==> src/rtl/lu_pipe_acc_if.sv <==
// lu_pipe_acc_if: operand/result bus of the lu_pipe_acc logic unit.
//   master : operand source and result consumer (drives operands, out_ready)
//   slave  : the logic unit (drives in_ready, result, flags, op_count)
// Signals:
//   in_valid/in_ready   operand handshake
//   a, b, select_op     operands and operation code
//   use_acc, acc_clear  accumulator operand select / synchronous clear
//   out_valid/out_ready result handshake
//   s_out, zero, parity registered result and its flags
//   op_count            accepted-operation counter
interface lu_pipe_acc_if #(
  parameter int WIDTH = 8,
  parameter int CNT_W = 8
);
  logic             in_valid;
  logic             in_ready;
  logic [WIDTH-1:0] a;
  logic [WIDTH-1:0] b;
  logic [2:0]       select_op;
  logic             use_acc;
  logic             acc_clear;
  logic             out_valid;
  logic             out_ready;
  logic [WIDTH-1:0] s_out;
  logic             zero;
  logic             parity;
  logic [CNT_W-1:0] op_count;

  modport master (
    output in_valid, a, b, select_op, use_acc, acc_clear, out_ready,
    input  in_ready, out_valid, s_out, zero, parity, op_count
  );

  modport slave (
    input  in_valid, a, b, select_op, use_acc, acc_clear, out_ready,
    output in_ready, out_valid, s_out, zero, parity, op_count
  );
endinterface

==> src/rtl/lu_pipe_acc.sv <==
// lu_pipe_acc: WIDTH-bit eight-operation logic unit with one register stage,
// an accumulator that can replace operand B, result flags and a counter of
// accepted operations.
// Ports:
//   clk  rising-edge clock
//   rst  asynchronous active-high reset, clears every register
//   bus  lu_pipe_acc_if slave modport (operands, handshakes, result, flags)
//
// Handshake: a transfer happens on an edge where valid & ready are both 1.
// in_ready = !out_valid | out_ready and never depends on in_valid. While
// out_valid=1 and out_ready=0 the result, flags and out_valid hold, and any
// operands presented are left unconsumed. A new accept while the old result
// is taken overwrites the register on the same edge (no bubble).
module lu_pipe_acc #(
  parameter int WIDTH = 8,
  parameter int CNT_W = 8
) (
  input logic          clk,
  input logic          rst,
  lu_pipe_acc_if.slave bus
);

  typedef enum logic [2:0] {
    OP_NAND = 3'b000,
    OP_AND  = 3'b001,
    OP_NOR  = 3'b010,
    OP_OR   = 3'b011,
    OP_XOR  = 3'b100,
    OP_XNOR = 3'b101,
    OP_NOTA = 3'b110,
    OP_PASS = 3'b111
  } op_e;

  logic [WIDTH-1:0] acc_q;
  logic [WIDTH-1:0] s_q;
  logic             zero_q;
  logic             parity_q;
  logic             out_valid_q;
  logic [CNT_W-1:0] count_q;

  logic [WIDTH-1:0] operand_b;
  logic [WIDTH-1:0] result;
  logic             in_ready;
  logic             accept;

  assign in_ready  = !out_valid_q | bus.out_ready;
  assign accept    = bus.in_valid & in_ready;
  // The operand is the accumulator value from before this edge, even when
  // the same edge writes back or clears it.
  assign operand_b = bus.use_acc ? acc_q : bus.b;

  always_comb begin
    result = '0;
    case (op_e'(bus.select_op))
      OP_NAND: result = ~(bus.a & operand_b);
      OP_AND:  result = bus.a & operand_b;
      OP_NOR:  result = ~(bus.a | operand_b);
      OP_OR:   result = bus.a | operand_b;
      OP_XOR:  result = bus.a ^ operand_b;
      OP_XNOR: result = ~(bus.a ^ operand_b);
      OP_NOTA: result = ~bus.a;
      OP_PASS: result = bus.a;
      default: result = '0;
    endcase
  end

  // Result register with its flags and the output valid bit.
  always_ff @(posedge clk or posedge rst) begin
    if (rst) begin
      s_q         <= '0;
      zero_q      <= 1'b0;
      parity_q    <= 1'b0;
      out_valid_q <= 1'b0;
    end else if (accept) begin
      s_q         <= result;
      zero_q      <= (result == '0);
      parity_q    <= ^result;
      out_valid_q <= 1'b1;
    end else if (bus.out_ready) begin
      // Drain: s_out keeps its last value, only valid drops.
      out_valid_q <= 1'b0;
    end
  end

  // acc_clear is looked at every edge and overrides the accept write-back.
  always_ff @(posedge clk or posedge rst) begin
    if (rst) begin
      acc_q <= '0;
    end else if (bus.acc_clear) begin
      acc_q <= '0;
    end else if (accept) begin
      acc_q <= result;
    end
  end

  // Accepted-operation counter, wraps naturally at 2^CNT_W.
  always_ff @(posedge clk or posedge rst) begin
    if (rst) begin
      count_q <= '0;
    end else if (accept) begin
      count_q <= count_q + 1'b1;
    end
  end

  assign bus.in_ready  = in_ready;
  assign bus.out_valid = out_valid_q;
  assign bus.s_out     = s_q;
  assign bus.zero      = zero_q;
  assign bus.parity    = parity_q;
  assign bus.op_count  = count_q;

endmodule

==> src/flat_wrapper.sv <==
// flat-port wrapper written by rule: the top's interface ports become plain ports
module lu_pipe_acc_flat 
#(
  parameter int WIDTH = 8,
  parameter int CNT_W = 8
)
  (clk, rst, bus_in_valid, bus_a, bus_b, bus_select_op, bus_use_acc, bus_acc_clear, bus_out_ready, bus_in_ready, bus_out_valid, bus_s_out, bus_zero, bus_parity, bus_op_count);
  lu_pipe_acc_if #(.WIDTH(WIDTH), .CNT_W(CNT_W)) bus_i ();
  input logic clk;
  input logic rst;
  input wire logic [$bits(bus_i.in_valid)-1:0] bus_in_valid;
  input wire logic [$bits(bus_i.a)-1:0] bus_a;
  input wire logic [$bits(bus_i.b)-1:0] bus_b;
  input wire logic [$bits(bus_i.select_op)-1:0] bus_select_op;
  input wire logic [$bits(bus_i.use_acc)-1:0] bus_use_acc;
  input wire logic [$bits(bus_i.acc_clear)-1:0] bus_acc_clear;
  input wire logic [$bits(bus_i.out_ready)-1:0] bus_out_ready;
  output wire logic [$bits(bus_i.in_ready)-1:0] bus_in_ready;
  output wire logic [$bits(bus_i.out_valid)-1:0] bus_out_valid;
  output wire logic [$bits(bus_i.s_out)-1:0] bus_s_out;
  output wire logic [$bits(bus_i.zero)-1:0] bus_zero;
  output wire logic [$bits(bus_i.parity)-1:0] bus_parity;
  output wire logic [$bits(bus_i.op_count)-1:0] bus_op_count;
  assign bus_i.in_valid = bus_in_valid;
  assign bus_i.a = bus_a;
  assign bus_i.b = bus_b;
  assign bus_i.select_op = bus_select_op;
  assign bus_i.use_acc = bus_use_acc;
  assign bus_i.acc_clear = bus_acc_clear;
  assign bus_i.out_ready = bus_out_ready;
  assign bus_in_ready = bus_i.in_ready;
  assign bus_out_valid = bus_i.out_valid;
  assign bus_s_out = bus_i.s_out;
  assign bus_zero = bus_i.zero;
  assign bus_parity = bus_i.parity;
  assign bus_op_count = bus_i.op_count;
  lu_pipe_acc #(.WIDTH(WIDTH), .CNT_W(CNT_W)) u_core (.clk(clk), .rst(rst), .bus(bus_i));
endmodule
==> config.mk <==
export PLATFORM = sky130hd
export DESIGN_NAME = lu_pipe_acc_flat
export DESIGN_NICKNAME = d
export VERILOG_FILES = /design/src/rtl/lu_pipe_acc_if.sv /design/src/rtl/lu_pipe_acc.sv /design/src/flat_wrapper.sv
export SDC_FILE = /design/constraint.sdc
export NUM_CORES = 1
export LEC_CHECK = 0
export ABC_CLOCK_PERIOD_IN_PS = 2800
export CORE_MARGIN = 5
export CORE_UTILIZATION = 40
export CTS_BUF_LIST = sky130_fd_sc_hd__clkbuf_8
export DETAILED_ROUTE_END_ITERATION = 7
export GPL_TIMING_DRIVEN = 0
export PLACE_DENSITY = 0.66
export SETUP_SLACK_MARGIN = 0.3
export SLEW_MARGIN = 20
export SYNTH_ARGS = -nofsm -noshare
export SYNTH_HDL_FRONTEND = slang
export SYNTH_SLANG_ARGS = --single-unit
==> constraint.sdc <==
create_clock -name clk -period 2.8 [get_ports clk]
set_clock_uncertainty 0.1 [all_clocks]
set_input_delay 0.7 -clock clk [delete_from_list [all_inputs] [get_ports clk]]
set_output_delay 0.7 -clock clk [all_outputs]
set_load 0.02 [all_outputs]
==> qor.txt <==
status: complete, but fails checks
CP max stage cell: mux4_2
initial antenna violation count: 0
Detail Placement HPWL: 3.53 mm
Yosys top cell area share: 32.8%
Root Buffer: clkbuf_8
via count: 1,783
crit end category: flop
TritonCTS buffer count: 3
Antenna Cells: 0
worst rel slew slack: 36.3%
remaining global-route overflow: 0
WL final: 4.93 mm
flip-flop and latch count after synthesis: 27
cells along the critical path: clkbuf_16 -> buf_12 -> mux2i_4 -> buf_6 -> inv_4 -> ha_4 -> inv_2 -> mux4_2 -> xnor2_2 -> ha_2 -> xnor2_2 -> xnor2_2 -> xnor2_1 -> o21ai_1
Reg clk slew, reported paths: 0.09 ns
Worst setup startpoint: bus_use_acc
Internal: 0.000981 W
Worst EP required: 2.85 ns
via density per instance: 5.04
core area: 0.00504 sq mm
Initial Util: 40.9%
Clk pwr share: 14.0%
Reg2Reg Depth: 12
Port Buffers: 41
unrepaired setup endpoints after global routing: yes
die width: 81.8 microns
Comb power frac: 50.8%
sequential cell area fraction in the yosys report: 32.8%
sequential power share: 35.2%
fin. max-slew vios: 0
CTS HTree Levels: 1
most common cell after layout, fill and taps aside: dfrtp_1
Yosys Warn Count: 0
synth unique cells: 45
DR WL/cell: 13.9 microns
Bufs on Longest Clock Path: 2
LEAKAGE: 1.36 nW
hold path start: u_core.bus.op_count[7]$_DFFE_PP0P_
P&R area growth vs syn: 45.2%
Setup CP Type: in2reg
Hold Path Sink: u_core.bus.op_count[7]$_DFFE_PP0P_
Min Hold Slack: 0.376 ns
final setup fails: 1
Rows: 26
DIE HEIGHT: 81.8 microns
fin crit share: 105%
most frequent cells in the layout: 27 x dfrtp_1, 26 x clkdlybuf4s50_1, 21 x nand2_1
Post-Syn Area per Cell: 9.20 sq um
TritonCTS clock tree: yes
layout cells sized above 1: 27.8%
power per cell area: 516 mW/mm^2
remaining routing DRC violations: 0
Routed Antenna Nets: 0
worst slew pin tran: 0.950 ns
Mapped Cells: 224
CP Launch Type: input port
Worst R2R End: u_core.bus.parity$_DFFE_PP0P_
Area after DPL: 0.00261 sq mm
peak supply drop: 0.374 mV
IO Count: 45
Final nets: 330
largest cells by area after synthesis: dfrtp_1 33%, ha_1 12%, mux2i_1 4.9%, xnor2_1 4.3%, inv_1 3.8%
Min-Delay Path Depth: 1
hold buffer count at CTS: 0
clk_lat worst skew: 0.27 ns
Die Footprint: 0.00669 sq mm
first-pass GRT wire length: 7.60 mm
R2R setup slack: 0.10 ns
worst-path maximum fanout: 7
router iterations before antenna repair: 4
crit path DAT: 3.00 ns
Top cell by count, worst path: xnor2_2
sw frac: 36.5%
initial DRC count: 105
NetSw: 0.000563 W
failing checks: negative setup slack
post-synthesis net count: 269
Hold WC Path Type: reg2reg
PnR worst setup slack: -0.152 ns
GRT Util Overall: 14.6%
Fin. Hold Viols: 0
FMAX: 339 MHz
R2R Path Start: u_core.acc_q[6]$_DFFE_PP0P_
Max Cap Violations: 0
CP peak stage delay: 0.47 ns
Synth area leader: dfrtp_1
pin count of the biggest net entering global routing: 28
vias in the first global route: 1,660
post-route design area: 0.00299 sq mm
Synth Cell Area: 0.00206 sq mm
crit path time final: 2.95 ns
routability cong.: 0.801
clk sinks: 27
==> cell type report <==
type / instances / area [sq um]
Buffer: 12 / 120
Inverter: 23 / 88.8
Sequential cell: 27 / 676
Fill cell: 460 / 2050
Multi-Input combinational cell: 162 / 1430
Timing Repair Buffer: 56 / 541
Clock inverter: 1 / 5.00
Clock buffer: 3 / 41.3
Tap cell: 70 / 87.6
==> how the worst max path moves through the flow <==
stage | endpoint | slack, ns | cells past startpoint
after floorplan | u_core.bus.parity$_DFFE_PP0P_ | -0.25 | 13
after global placement | u_core.bus.parity$_DFFE_PP0P_ | -0.85 | 13
after detailed placement | u_core.bus.parity$_DFFE_PP0P_ | -0.86 | 13
after CTS | u_core.bus.parity$_DFFE_PP0P_ | -0.14 | 13
after global routing | u_core.bus.parity$_DFFE_PP0P_ | -0.22 | 12
final | u_core.bus.parity$_DFFE_PP0P_ | -0.15 | 14
==> metrics by stage <==
step | util, % | setup slack, ns | std cells | setup TNS [ns] | power (W)
floorplan | - | -0.252 | 224 | -0.252 | 0.000960
global placement | 51.7 | -0.850 | 335 | -1.09 | 0.00121
detailed placement | 51.7 | -0.861 | 335 | -1.12 | 0.00121
CTS | 55.1 | -0.136 | 347 | -0.136 | 0.00149
global route | 59.3 | -0.223 | 354 | -0.223 | 0.00165
finish | 59.3 | -0.152 | 354 | -0.152 | 0.00154
==> sequential cells by signal (all words and copies together) (netlist names) <==
register / flops
u_core.bus.parity: 1
u_core.bus.op_count: 8
u_core.bus.zero: 1
u_core.bus.out_valid: 1
u_core.bus.s_out: 8
u_core.acc_q: 8
==> timing repair <==
action,CTS,global route
endpoints found under the setup margin,5,4
buffers inserted,8,7
pin swaps,28,26
resized for setup,40,35
endpoints found under the hold margin,0,0
==> power by group through the flow <==
| stage | Clock [W] | Combinational, W | Sequential [W] |
|---|---|---|---|
| 6_report | 0.000217 | 0.000784 | 0.000543 |
| 5_1_grt | 0.000247 | 0.000849 | 0.000557 |
| 4_1_cts | 0.000225 | 0.000725 | 0.000542 |
| 3_5_place_dp | 0 | 0.000665 | 0.000549 |
| 3_3_place_gp | 0 | 0.000656 | 0.000550 |
| 2_1_floorplan | 0 | 0.000334 | 0.000626 |
==> cells by family (layout without fill, tap and decap cells) <==
group                    count (synthesis)  after routing  synth area share, %
buffers and inverters                   35             95                 8.68
flip-flops                              27             27                 32.8
AND/OR/NAND/NOR                         70             70                 16.5
AO/OA/AOI/OAI                           44             44                 15.7
adder cells (fa/ha/maj)                 20             20                 12.1
XOR/XNOR                                16             16                 7.16
multiplexers                            12             12                 7.04
==> per-layer routing <==
metal  GRT usage (%)  wire length (microns)  part of all wire, %
met1            20.3                   2180                   44
met2            24.1                   2490                   50
met4            1.99                     60                  1.2
met5               0                      0                    0
met3            2.74                    202                  4.1
==> cell usage after synthesis (all sizes together) <==
cell type,instances
o21ai,12
a21oi,8
xnor2,11
nand2,21
a21boi,2
and3,2
nor2b,1
and2b,2
o211ai,1
nor3,6
a22oi,6
a31oi,2
nand4,2
xor2,5
inv,23
nand2b,2
nor2,22
o221ai,1
a211oi,3
and2,4
or3,2
mux4,2
a2bb2oi,1
a21o,3
o41ai,1
nor3b,3
mux2i,10
buf,10
o22ai,2
a221oi,1
nand3,2
dfrtp,27
o211a,1
nand3b,1
clkbuf,2
ha,20
==> worst max-delay path, delay by kind of cell <==
family | cells | cell delay, ns
muxes | 2 | 0.65
adders and majority gates | 2 | 0.42
buffers and inverters | 5 | 0.46
xor gates and xnor gates | 4 | 0.67
AOI/OAI and AO/OA | 1 | 0.08
No activity file was read; power rests on OpenSTA's default activity.
==> RTL edit, RTL diff (same settings) <==
`WIDTH` is set to 8 in 3 places; all go to 6.
--- a/src/rtl/lu_pipe_acc_if.sv
+++ b/src/rtl/lu_pipe_acc_if.sv
@@ -9,7 +9,7 @@
 //   s_out, zero, parity registered result and its flags
 //   op_count            accepted-operation counter
 interface lu_pipe_acc_if #(
-  parameter int WIDTH = 8,
+  parameter int WIDTH = 6,
   parameter int CNT_W = 8
 );
   logic             in_valid;
--- a/src/rtl/lu_pipe_acc.sv
+++ b/src/rtl/lu_pipe_acc.sv
@@ -12,7 +12,7 @@
 // operands presented are left unconsumed. A new accept while the old result
 // is taken overwrites the register on the same edge (no bubble).
 module lu_pipe_acc #(
-  parameter int WIDTH = 8,
+  parameter int WIDTH = 6,
   parameter int CNT_W = 8
 ) (
   input logic          clk,
--- a/src/flat_wrapper.sv
+++ b/src/flat_wrapper.sv
@@ -1,7 +1,7 @@
 // flat-port wrapper written by rule: the top's interface ports become plain ports
 module lu_pipe_acc_flat 
 #(
-  parameter int WIDTH = 8,
+  parameter int WIDTH = 6,
   parameter int CNT_W = 8
 )
   (clk, rst, bus_in_valid, bus_a, bus_b, bus_select_op, bus_use_acc, bus_acc_clear, bus_out_ready, bus_in_ready, bus_out_valid, bus_s_out, bus_zero, bus_parity, bus_op_count);
Interface: changed (resized bus_a, bus_b and bus_s_out); port bits go from 45 to 39. No check against the original RTL was run, so the function may have changed too.
==> RTL edit against the original RTL <==
Via count fell by 24%; combinational power fell by 19%; synthesized area fell by 21%; synthesized cell count fell by 26%; wire length fell by 21%; total power fell by 15%; cell area fell by 20%; sequential cell count fell by 4; non-clock buffer count fell by 12; sequential power fell by 12%; setup slack improved by 0.29 ns; critical endpoint unchanged.
==> RTL edit: results (changes against the original RTL) <==
stage,metric,value,unit,change
outcome,status,completed,,"was finished, violations left"
power_and_ir_drop,switching power total,0.000471,W,was 0.000563 W
yosys,synth top area cells,"dfrtp_1 (35%), ha_1 (12%), xnor2_1 (5.9%)",,"was dfrtp_1 (33%), ha_1 (12%), mux2i_1 (4.9%)"
critical_path,CP max stage delay,0.48,ns,
global_route,pin count of the biggest net entering global routing,24,,was 28
global_route,antenna violations before repair,0,,unchanged
global_route,global-route wire length before repair,6330,um,was 7600 um
global_route,routing usage on met2,28.0,%,was 24.1%
place,pre-CTS setup slack,-0.443,ns,was -0.861 ns
timing,Worst-Margin Slew,0.858,ns,was 0.950 ns
drt,initial DRC count,51,,was 105
clock_network,maximum clock path buffer count,2,,unchanged
clock_network,Clock Latency Late Sink,0.26,ns,
yosys,post-synthesis sequential area ratio,35.2,%,was 32.8%
drt,Routed WL per cell,14.6,um,was 13.9 um
global_route,met1 Usage GRT,17.7,%,was 20.3%
yosys,Async SR Flop Fraction,100,%,unchanged
drt,1st-pass router iterations,4,,unchanged
min_path,Hold Crit Class,register to register,,unchanged
yosys,top_reg_cell synth,dfrtp_1,,unchanged
global_route,met3 GRT Util,1.37,%,was 2.74%
power_and_ir_drop,Max rail drop VDD,0.244,mV,was 0.374 mV
clock_network,Clock Pin Slew Worst Setup and Hold Paths,0.08,ns,
place,RD Place Congestion,0.755,,was 0.801
final_layout,max reg flops,8,,
critical_path,reg2reg setup slack,0.36,ns,was 0.10 ns
place,Post-DP HPWL,2920,um,was 3530 um
power_and_ir_drop,P_leak,1.10,nW,was 1.36 nW
final_layout,# diodes,0,,unchanged
critical_path,end point of the critical path,u_core.bus.parity$_DFFE_PP0P_,,unchanged
global_route,overall routing resource usage,14.8,%,was 14.6%
drt,Top Layer Used,met4,,unchanged
drt,met2 wire length,2150,um,was 2490 um
yosys,post-synth cell types,30,,was 45
critical_path,slowest CP cell,mux4_2,,unchanged
clock_network,CTS root buffer,clkbuf_8,,unchanged
place,Port Buffers,36,,was 41
timing,Min Hold Slack,0.386,ns,was 0.376 ns
drt,metal3 WL,134,um,was 202 um
yosys,top cells by instance count after synthesis,"dfrtp_1 (23), inv_1 (17), ha_1 (16), nand2_1 (16), xnor2_1 (11)",,"was dfrtp_1 (27), inv_1 (21), nand2_1 (21), nor2_1 (21), ha_1 (20)"
timing,"Min Clock Period, post-route",2.66,ns,was 2.95 ns
critical_path,reg2reg start,u_core.acc_q[2]$_DFFE_PP0P_,,was u_core.acc_q[6]$_DFFE_PP0P_
critical_path,Crit. Startpoint,bus_use_acc,,unchanged
drt,M1 WL,1570,um,was 2180 um
clock_network,Num CTS Buffers,3,,unchanged
clock_network,# H-tree levels,1,,unchanged
final_layout,share of cells above drive strength 1,24.3,%,was 27.8%
critical_path,"CP delay by family, top",multiplexers,,was XOR/XNOR gates
final_layout,Nets,256,,was 330
yosys,Synth Net Count,203,,was 269
critical_path,crit path DAT,2.70,ns,was 3.00 ns
yosys,Ys Warns,0,,unchanged
critical_path,Worst Reg-to-Reg Cells,8,,was 12
drt,vias after detailed routing,1361,,was 1783
critical_path,worst-path fanout max,5,,was 7
[RTL edit: cell count changes in the layout (fill, tap and decap cells not counted), moves of 4 or more]
cell / unedited run / this run
nor2_1: 19 / 7
buf_6: 11 / 4
ha_2: 5 / 0
nand2_1: 21 / 16
nand3b_1: 1 / 6
o21ai_1: 5 / 10
clkdlybuf4s15_1: 7 / 3
clkdlybuf4s50_1: 26 / 22
dfrtp_1: 27 / 23
dlymetal6s2s_1: 0 / 4
o21ai_2: 4 / 0
[RTL edit: repair_timing]
| item | 4_1_cts | 5_1_grt |
|---|---|---|
| pin swaps | 17 | 19 |
| setup endpoints to repair | 3 | 4 |
| gates resized for setup | 20 | 28 |
| buffers inserted | 9 | 3 |
| hold buffers | 0 | 0 |
[RTL edit: metrics by stage]
step | utilization, % | area (um2) | std cells
CTS | 56.5 | 2240 | 265
global route | 60.1 | 2390 | 268
floorplan | - | 1660 | 166
global placement | 52.3 | 2080 | 252
detailed placement | 52.3 | 2080 | 252
finish | 60.1 | 2390 | 268
[RTL edit: logic make-up after synthesis]
group           Yosys count  share of synthesized area, %
simple gates             49                          15.3
flops                    23                          35.2
fa+ha+maj                16                          12.3
xor+xnor                 18                          11.0
compound gates           26                          11.3
buf+inv                  25                          7.12
mux                       9                          7.81
[RTL edit: worst min path at each step]
stage                                            start                                 end  cells past startpoint
floorplan                  u_core.acc_q[0]$_DFFE_PP0P_         u_core.acc_q[0]$_DFFE_PP0P_                      2
global placement    u_core.bus.op_count[7]$_DFFE_PP0P_  u_core.bus.op_count[7]$_DFFE_PP0P_                      1
detailed placement  u_core.bus.op_count[7]$_DFFE_PP0P_  u_core.bus.op_count[7]$_DFFE_PP0P_                      1
CTS                 u_core.bus.op_count[7]$_DFFE_PP0P_  u_core.bus.op_count[7]$_DFFE_PP0P_                      1
global route        u_core.bus.op_count[7]$_DFFE_PP0P_  u_core.bus.op_count[7]$_DFFE_PP0P_                      1
finish              u_core.bus.op_count[7]$_DFFE_PP0P_  u_core.bus.op_count[7]$_DFFE_PP0P_                      1
[RTL edit: final cells by class]
cell class | count | area (um2)
multi-input combinational | 118 | 1110
clock inverter | 1 | 3.75
tap | 50 | 62.6
timing repair buffer | 48 | 452
inverter | 17 | 63.8
clock buffer | 3 | 41.3
fill | 336 | 1580
sequential | 23 | 576
buffer | 8 | 81.3
[RTL edit: power groups by stage]
stage / logic, W / registers [W] / clock network, W
finish: 0.000637 / 0.000478 / 0.000197
global route: 0.000694 / 0.000492 / 0.000221
CTS: 0.000585 / 0.000478 / 0.000201
detailed placement: 0.000538 / 0.000484 / 0
global placement: 0.000523 / 0.000479 / 0
floorplan: 0.000238 / 0.000554 / 0
